`config.mk`:
```
export PLATFORM = sky130hd
export DESIGN_NAME = fifo_flags_flat
export DESIGN_NICKNAME = d
export VERILOG_FILES = /design/src/rtl/fifo_flags_if.sv /design/src/rtl/fifo_flags.sv /design/src/flat_wrapper.sv
export SDC_FILE = /design/constraint.sdc
export NUM_CORES = 1
export LEC_CHECK = 0
export BUFFER_PORTS_ARGS = -buffer_cell sky130_fd_sc_hd__buf_2
export CAP_MARGIN = 0
export CORE_MARGIN = 10
export CORE_UTILIZATION = 38
export DETAILED_ROUTE_END_ITERATION = 10
export GPL_TIMING_DRIVEN = 1
export HOLD_SLACK_MARGIN = 0.1
export PLACE_DENSITY = 0.69
export SYNTH_ARGS = -nofsm -noshare
export SYNTH_HDL_FRONTEND = slang
export SYNTH_SLANG_ARGS = --single-unit
```
`constraint.sdc`:
```
create_clock -name clk -period 2.2 [get_ports clk]
set_input_delay 0.55 -clock clk [delete_from_list [all_inputs] [get_ports clk]]
set_output_delay 0.55 -clock clk [all_outputs]
set_load 0.01 [all_outputs]
```
`src/rtl/fifo_flags_if.sv`:
```
// fifo_flags_if: bundles the request strobes, pointer read-back and status outputs of the FIFO
// occupancy/flag controller.
//   master : requester side; drives push/pop/clear_errors and the pointer read-back,
//            observes increments, count, flags and sticky errors.
//   slave  : the fifo_flags controller.
// Parameter A is the FIFO address width; pointers and count are A+1 bits.
interface fifo_flags_if #(
  parameter int unsigned A = 4
);
  logic         push;
  logic         pop;
  logic         clear_errors;
  logic [A:0]   wr_pointer;
  logic [A:0]   rd_pointer;
  logic         wr_increment;
  logic         rd_increment;
  logic [A:0]   count;
  logic         full;
  logic         empty;
  logic         almost_full;
  logic         almost_empty;
  logic         overflow;
  logic         underflow;
  logic         mismatch;

  modport master (
    output push, pop, clear_errors, wr_pointer, rd_pointer,
    input  wr_increment, rd_increment, count, full, empty, almost_full, almost_empty,
           overflow, underflow, mismatch
  );

  modport slave (
    input  push, pop, clear_errors, wr_pointer, rd_pointer,
    output wr_increment, rd_increment, count, full, empty, almost_full, almost_empty,
           overflow, underflow, mismatch
  );
endinterface

```
`src/rtl/fifo_flags.sv`:
```
// fifo_flags: occupancy and flag controller for a synchronous FIFO of depth 2^A.
// Qualifies push/pop into pointer-counter increments, keeps a registered occupancy count with
// full/empty/almost flags, and latches sticky overflow/underflow errors.
// Optional macro FIFO_FLAGS_CHECK_EN: compares (wr_pointer - rd_pointer) mod 2^(A+1) against
// count every cycle and latches a sticky mismatch; when undefined, mismatch is tied to 0.
// Ports:
//   clk   : clock, rising edge
//   rstn  : asynchronous active-low reset
//   bus   : fifo_flags_if slave (push, pop, clear_errors, wr/rd_pointer in;
//           wr/rd_increment, count, flags, overflow, underflow, mismatch out)
module fifo_flags #(
  parameter int unsigned A        = 4,
  parameter int unsigned AF_LEVEL = 12,
  parameter int unsigned AE_LEVEL = 2
) (
  input  logic          clk,
  input  logic          rstn,
  fifo_flags_if.slave   bus
);

  localparam logic [A:0] DepthW = (A+1)'(1 << A);
  localparam logic [A:0] AfW    = (A+1)'(AF_LEVEL);
  localparam logic [A:0] AeW    = (A+1)'(AE_LEVEL);

  logic [A:0] count_q, count_d;
  logic       full_q, empty_q, afull_q, aempty_q;
  logic       overflow_q, overflow_d;
  logic       underflow_q, underflow_d;
  logic       wr_inc, rd_inc;

  // Gated only by registered flags, so the two increments never depend on each other.
  assign wr_inc = bus.push & ~full_q;
  assign rd_inc = bus.pop & ~empty_q;

  always_comb begin
    count_d     = count_q + {{A{1'b0}}, wr_inc} - {{A{1'b0}}, rd_inc};
    // A set condition in the same cycle takes priority over clear_errors.
    overflow_d  = (bus.push & full_q) | (overflow_q & ~bus.clear_errors);
    underflow_d = (bus.pop & empty_q) | (underflow_q & ~bus.clear_errors);
  end

  always_ff @(posedge clk or negedge rstn) begin
    if (!rstn) begin
      count_q     <= '0;
      full_q      <= 1'b0;
      empty_q     <= 1'b1;
      afull_q     <= 1'b0;
      aempty_q    <= 1'b1;
      overflow_q  <= 1'b0;
      underflow_q <= 1'b0;
    end else begin
      count_q     <= count_d;
      full_q      <= (count_d == DepthW);
      empty_q     <= (count_d == '0);
      afull_q     <= (count_d >= AfW);
      aempty_q    <= (count_d <= AeW);
      overflow_q  <= overflow_d;
      underflow_q <= underflow_d;
    end
  end

`ifdef FIFO_FLAGS_CHECK_EN
  logic [A:0] ptr_diff;
  logic       mismatch_q, mismatch_d;

  // Natural A+1-bit wrap gives the modulo 2^(A+1) difference.
  assign ptr_diff   = bus.wr_pointer - bus.rd_pointer;
  assign mismatch_d = (ptr_diff != count_q) | (mismatch_q & ~bus.clear_errors);

  always_ff @(posedge clk or negedge rstn) begin
    if (!rstn) begin
      mismatch_q <= 1'b0;
    end else begin
      mismatch_q <= mismatch_d;
    end
  end

  assign bus.mismatch = mismatch_q;
`else
  logic unused_ptrs;
  assign unused_ptrs  = ^{bus.wr_pointer, bus.rd_pointer};
  assign bus.mismatch = 1'b0;
`endif

  assign bus.wr_increment = wr_inc;
  assign bus.rd_increment = rd_inc;
  assign bus.count        = count_q;
  assign bus.full         = full_q;
  assign bus.empty        = empty_q;
  assign bus.almost_full  = afull_q;
  assign bus.almost_empty = aempty_q;
  assign bus.overflow     = overflow_q;
  assign bus.underflow    = underflow_q;

endmodule

```
`src/flat_wrapper.sv`:
```
// flat-port wrapper written by rule: the top's interface ports become plain ports
module fifo_flags_flat 
#(
  parameter int unsigned A        = 4,
  parameter int unsigned AF_LEVEL = 12,
  parameter int unsigned AE_LEVEL = 2
)
  (clk, rstn, bus_push, bus_pop, bus_clear_errors, bus_wr_pointer, bus_rd_pointer, bus_wr_increment, bus_rd_increment, bus_count, bus_full, bus_empty, bus_almost_full, bus_almost_empty, bus_overflow, bus_underflow, bus_mismatch);
  fifo_flags_if #(.A(A)) bus_i ();
  input  logic clk;
  input  logic rstn;
  input wire logic [$bits(bus_i.push)-1:0] bus_push;
  input wire logic [$bits(bus_i.pop)-1:0] bus_pop;
  input wire logic [$bits(bus_i.clear_errors)-1:0] bus_clear_errors;
  input wire logic [$bits(bus_i.wr_pointer)-1:0] bus_wr_pointer;
  input wire logic [$bits(bus_i.rd_pointer)-1:0] bus_rd_pointer;
  output wire logic [$bits(bus_i.wr_increment)-1:0] bus_wr_increment;
  output wire logic [$bits(bus_i.rd_increment)-1:0] bus_rd_increment;
  output wire logic [$bits(bus_i.count)-1:0] bus_count;
  output wire logic [$bits(bus_i.full)-1:0] bus_full;
  output wire logic [$bits(bus_i.empty)-1:0] bus_empty;
  output wire logic [$bits(bus_i.almost_full)-1:0] bus_almost_full;
  output wire logic [$bits(bus_i.almost_empty)-1:0] bus_almost_empty;
  output wire logic [$bits(bus_i.overflow)-1:0] bus_overflow;
  output wire logic [$bits(bus_i.underflow)-1:0] bus_underflow;
  output wire logic [$bits(bus_i.mismatch)-1:0] bus_mismatch;
  assign bus_i.push = bus_push;
  assign bus_i.pop = bus_pop;
  assign bus_i.clear_errors = bus_clear_errors;
  assign bus_i.wr_pointer = bus_wr_pointer;
  assign bus_i.rd_pointer = bus_rd_pointer;
  assign bus_wr_increment = bus_i.wr_increment;
  assign bus_rd_increment = bus_i.rd_increment;
  assign bus_count = bus_i.count;
  assign bus_full = bus_i.full;
  assign bus_empty = bus_i.empty;
  assign bus_almost_full = bus_i.almost_full;
  assign bus_almost_empty = bus_i.almost_empty;
  assign bus_overflow = bus_i.overflow;
  assign bus_underflow = bus_i.underflow;
  assign bus_mismatch = bus_i.mismatch;
  fifo_flags #(.A(A), .AF_LEVEL(AF_LEVEL), .AE_LEVEL(AE_LEVEL)) u_core (.clk(clk), .rstn(rstn), .bus(bus_i));
endmodule
```
# --- Word level (Yosys, flattened, before mapping) ---
# Cells that the tools add are included.
totals:
  ff_bits: 11
  in_bits: 15
  out_inout_bits: 14
classes:
  n_addsub: 2
  order_cmp: 2
  eq_ne: 1
  n_bitwise: 11
  reduce_logical: 1
ops:
  columns: ["operator", "count"]
  rows:
  - ["$and 1x1->1", 6]
  - ["$add 5x1->5", 1]
  - ["$eq 5x5->1 const B", 1]
  - ["$ge 5x4->1 const B", 1]
  - ["$le 5x2->1 const B", 1]
  - ["$logic_not 5->1", 1]
  - ["$sub 5x1->5", 1]
  - ["$not 1->1", 3]
  - ["$or 1x1->1", 2]

# --- Logic depth before layout (Yosys ltp) ---
logic_depth:
  word_depth: 5
  mapped_depth: 10

# --- Worst setup path before layout ---
# Ideal clock, no wire load.
synth_timing:
  path_type: "input-to-reg"
  from: "input bus_pop"
  to: "register u_core.full_q (netlist: u_core.bus.full)"
  arrival_time_ns: 2.364
  slack_ns: -0.244
  stages: 9
  cell_sequence: "nor2b_1 ha_1 inv_1 ha_1 inv_1 fa_1 inv_1 or3_1 nor3b_2"
synth_between:
  elab_chain_cells: 3
synth_rtl:
  columns: ["item", "line_no", "text"]
  rows:
  - ["start: declaration", "flat_wrapper.sv:13", "input wire logic [$bits(bus_i.pop)-1:0] bus_pop;"]
  - ["$and 1x1->1", "fifo_flags.sv:33", "assign rd_inc = bus.pop & ~empty_q;"]
  - ["$sub 5x1->5", "fifo_flags.sv:36", "count_d = count_q + {{A{1'b0}}, wr_inc} - {{A{1'b0}}, rd_inc};"]
  - ["named net u_core.count_d[1]", "fifo_flags.sv:25", "logic [A:0] count_q, count_d;"]
  - ["$eq 5x5->1", "fifo_flags.sv:53", "full_q <= (count_d == DepthW);"]
  - ["end signal: assignment", "fifo_flags.sv:53", null]
  - ["end: declaration", "fifo_flags.sv:26", "logic full_q, empty_q, afull_q, aempty_q;"]
# The timed path passes the listed nets, and every way through them passes these cells.

# --- Worst setup path in the final report ---
layout_timing:
  from: "register u_core.empty_q (netlist: u_core.bus.empty)"
  to: "register u_core.full_q (netlist: u_core.bus.full)"
layout_between:
  elab_chain_cells: 4
layout_rtl:
  columns: ["item", "line_no", "text"]
  rows:
  - ["start: declaration", "fifo_flags.sv:26", null]
  - ["start signal: assignment", "fifo_flags.sv:54", "empty_q <= (count_d == '0);"]
  - ["$not 1->1", "fifo_flags.sv:33", null]
  - ["$and 1x1->1", "fifo_flags.sv:33", null]
  - ["$sub 5x1->5", "fifo_flags.sv:36", null]
  - ["named net u_core.count_d[1]", "fifo_flags.sv:25", null]
  - ["$eq 5x5->1", "fifo_flags.sv:53", null]
# The timed path passes the listed nets, and every way through them passes these cells.

==> flow_summary.yaml <==
sta:
  period_minus_slack_ps: 2190
  fin_crit_sh: 0.998
  fin_ws_ps: 5.17
  hold_viol: 0
  maxSlewViolCount: 0
  fmax_mhz: 456
  rsz0062_at_grt: "true"
  setup_viol_count_final: 0
  holdWs_ps: 132
  finClkSkew_ps: 2.04
global_route:
  grt_pass1_vias: 435
  grt_usage: 0.0732
  grt_overflow: 0
  grt_pass1_wl_um: 1930
  met1_usage: 0.0791
  antenna_found_initial: 0
  use_met2: 0.110
  gr-usage-met3: 0.0236
  grt_max_degree: 12
  grt-busiest-layer: "met2"
placed_design:
  dp_hpwl_um: 925
  dpl_worst_slack_ps: -368
  gp_congestion: 0.684
  io_buffers: 17
  placed_cells: 86
synthesis:
  ys_ff_latch: 11
  syn_area_per_cell_um2: 11.5
  postSynthCellCount: 50
  syn-num-nets: 71
  netlist_area_um2: 574
  ys_types: 21
  seq_area_frac_synth: 0.484
  yosysWarnings: 0
floorplan:
  num_rows: 13
  die-height_um: 58.9
  dieArea_um2: 3470
  io_pins: 29
  core_area_um2: 1370
  die_x_um: 58.9
  start_util: 0.420
clocking:
  cts.sinks: 11
  cts_max_level: 1
  max-clock-path-buffers: 2
  cts_tree: "done"
  path_clk_slew_ps: 70
  cts-root-buf: "clkbuf_4"
  clock_latency_ps: 270
  cts_buffers: 3
critical_path:
  cp_max_fo: 2
  worstPathRequired_ps: 2390
  cp-end-kind: "flop"
  path_class: "reg -> reg"
  arrival_ps: 2390
  reg2reg_depth: 9
  startpoint_type: "flop"
cells_and_area:
  nets: 98
  regArea_um2: 278
  area_growth_pct: 44.2
  multi_input_area_um2: 338
  instances_no_fill: 91
  final_common_cell: "buf_2"
  final_util: 0.606
  mostFrequentLayoutCells: "17 x buf_2, 9 x dfrtp_1, 7 x inv_1"
  drive_above_1_share: 0.579
  fillers: 112
  antenna-diode-count: 0
drt:
  antenna_left: 0
  wl_um: 1090
  via_count: 401
  drc_errors: 0
  wire_per_inst_um: 12.0
  dr.pass1.iters: 2
  drt-initial-drc-count: 1
  via_per_inst: 4.41
worst_hold_path:
  min_path_type: "in -> async"
job:
  maxCapViolations: 0
outcome:
  status: "complete, no violations"
==> kinds of logic (layout without fill, tap and decap cells) <==
logic type	count (synthesis)	after routing	share of synthesized area
and+or+nand+nor	10	10	0.100
adders and majority gates	6	6	0.144
DFF	11	11	0.484
xor gates and xnor gates	4	4	0.0871
AOI/OAI and AO/OA	7	7	0.100
other	1	1	0.00653
buffers and inverters	11	37	0.0784
==> metal layers <==
metal,share of wire,vias up
met5,0,-
met4,0.036,0
met3,0.073,5
met2,0.49,8
met1,0.40,181
li1,-,207
==> repair_timing <==
item | 4_1_cts | 5_1_grt
buffers inserted | 1 | 0
endpoints found under the setup margin | 5 | 4
pin swaps | 5 | 3
gates resized for setup | 7 | 3
hold endpoints to repair | 0 | 0
hold buffers | 0 | 0
==> cell type report <==
class / instances / share of cell area
clock buffer: 4 / 0.0317
inverter: 10 / 0.0453
multi-input combinational: 28 / 0.408
sequential: 11 / 0.335
tap: 15 / 0.0227
timing repair buffer: 23 / 0.157
==> Yosys cell counts <==
cell | n | area [µm²]
a2111oi_2 | 1 | 15.0
a21o_1 | 2 | 15.0
a21oi_2 | 2 | 17.5
buf_4 | 1 | 7.51
conb_1 | 1 | 3.75
dfrtp_1 | 9 | 225
dfstp_2 | 2 | 52.6
fa_1 | 1 | 20.0
ha_1 | 5 | 62.6
inv_1 | 10 | 37.5
nand2_1 | 2 | 7.51
nand2b_1 | 2 | 12.5
nor2_1 | 2 | 7.51
nor2b_1 | 1 | 6.26
nor3_1 | 1 | 5.00
nor3b_2 | 1 | 12.5
o21ai_0 | 2 | 10.0
or3_1 | 1 | 6.26
xnor2_1 | 1 | 8.76
xnor2_2 | 2 | 32.5
xor2_1 | 1 | 8.76
==> path summary, 6_finish.rpt <==
kind / start / end / slack, ps
worst max register to register: u_core.bus.empty / u_core.bus.full / 5
worst min-delay path: rstn / u_core.bus.count[0] / 130
min in group clk: bus_clear_errors / u_core.bus.overflow / 480
worst min register to register: u_core.bus.underflow / u_core.bus.underflow / 530
max in group asynchronous: rstn / u_core.bus.almost_empty / 1810
worst max-delay path: u_core.bus.empty / u_core.bus.full / 5
==> per-stage QoR <==
| step | area [µm²] | TNS [ps] |
|---|---|---|
| 2_1_floorplan | 589 | -471 |
| 3_3_place_gp | 723 | -1430 |
| 6_report | 828 | 0 |
| 5_1_grt | 828 | -217 |
| 4_1_cts | 797 | 0 |
| 3_5_place_dp | 723 | -1680 |
==> state kept, by name (all words and copies together) (netlist names) <==
register	count
u_core.bus.almost_empty	1
u_core.bus.almost_full	1
u_core.bus.count	5
u_core.bus.empty	1
u_core.bus.full	1
u_core.bus.overflow	1
u_core.bus.underflow	1
==> worst max-delay path: stages, from the launching register on <==
cell and delay (ps):
dfstp_2 550, nor2b_4 50, ha_4 210, inv_2 60, ha_4 120, inv_2 30
fa_2 520, inv_2 40, or3_4 360, nor3b_2 170
Power is left out: the tool's default activity adds up to more than one toggle a clock period on the data nets, which glitch-free logic cannot reach.
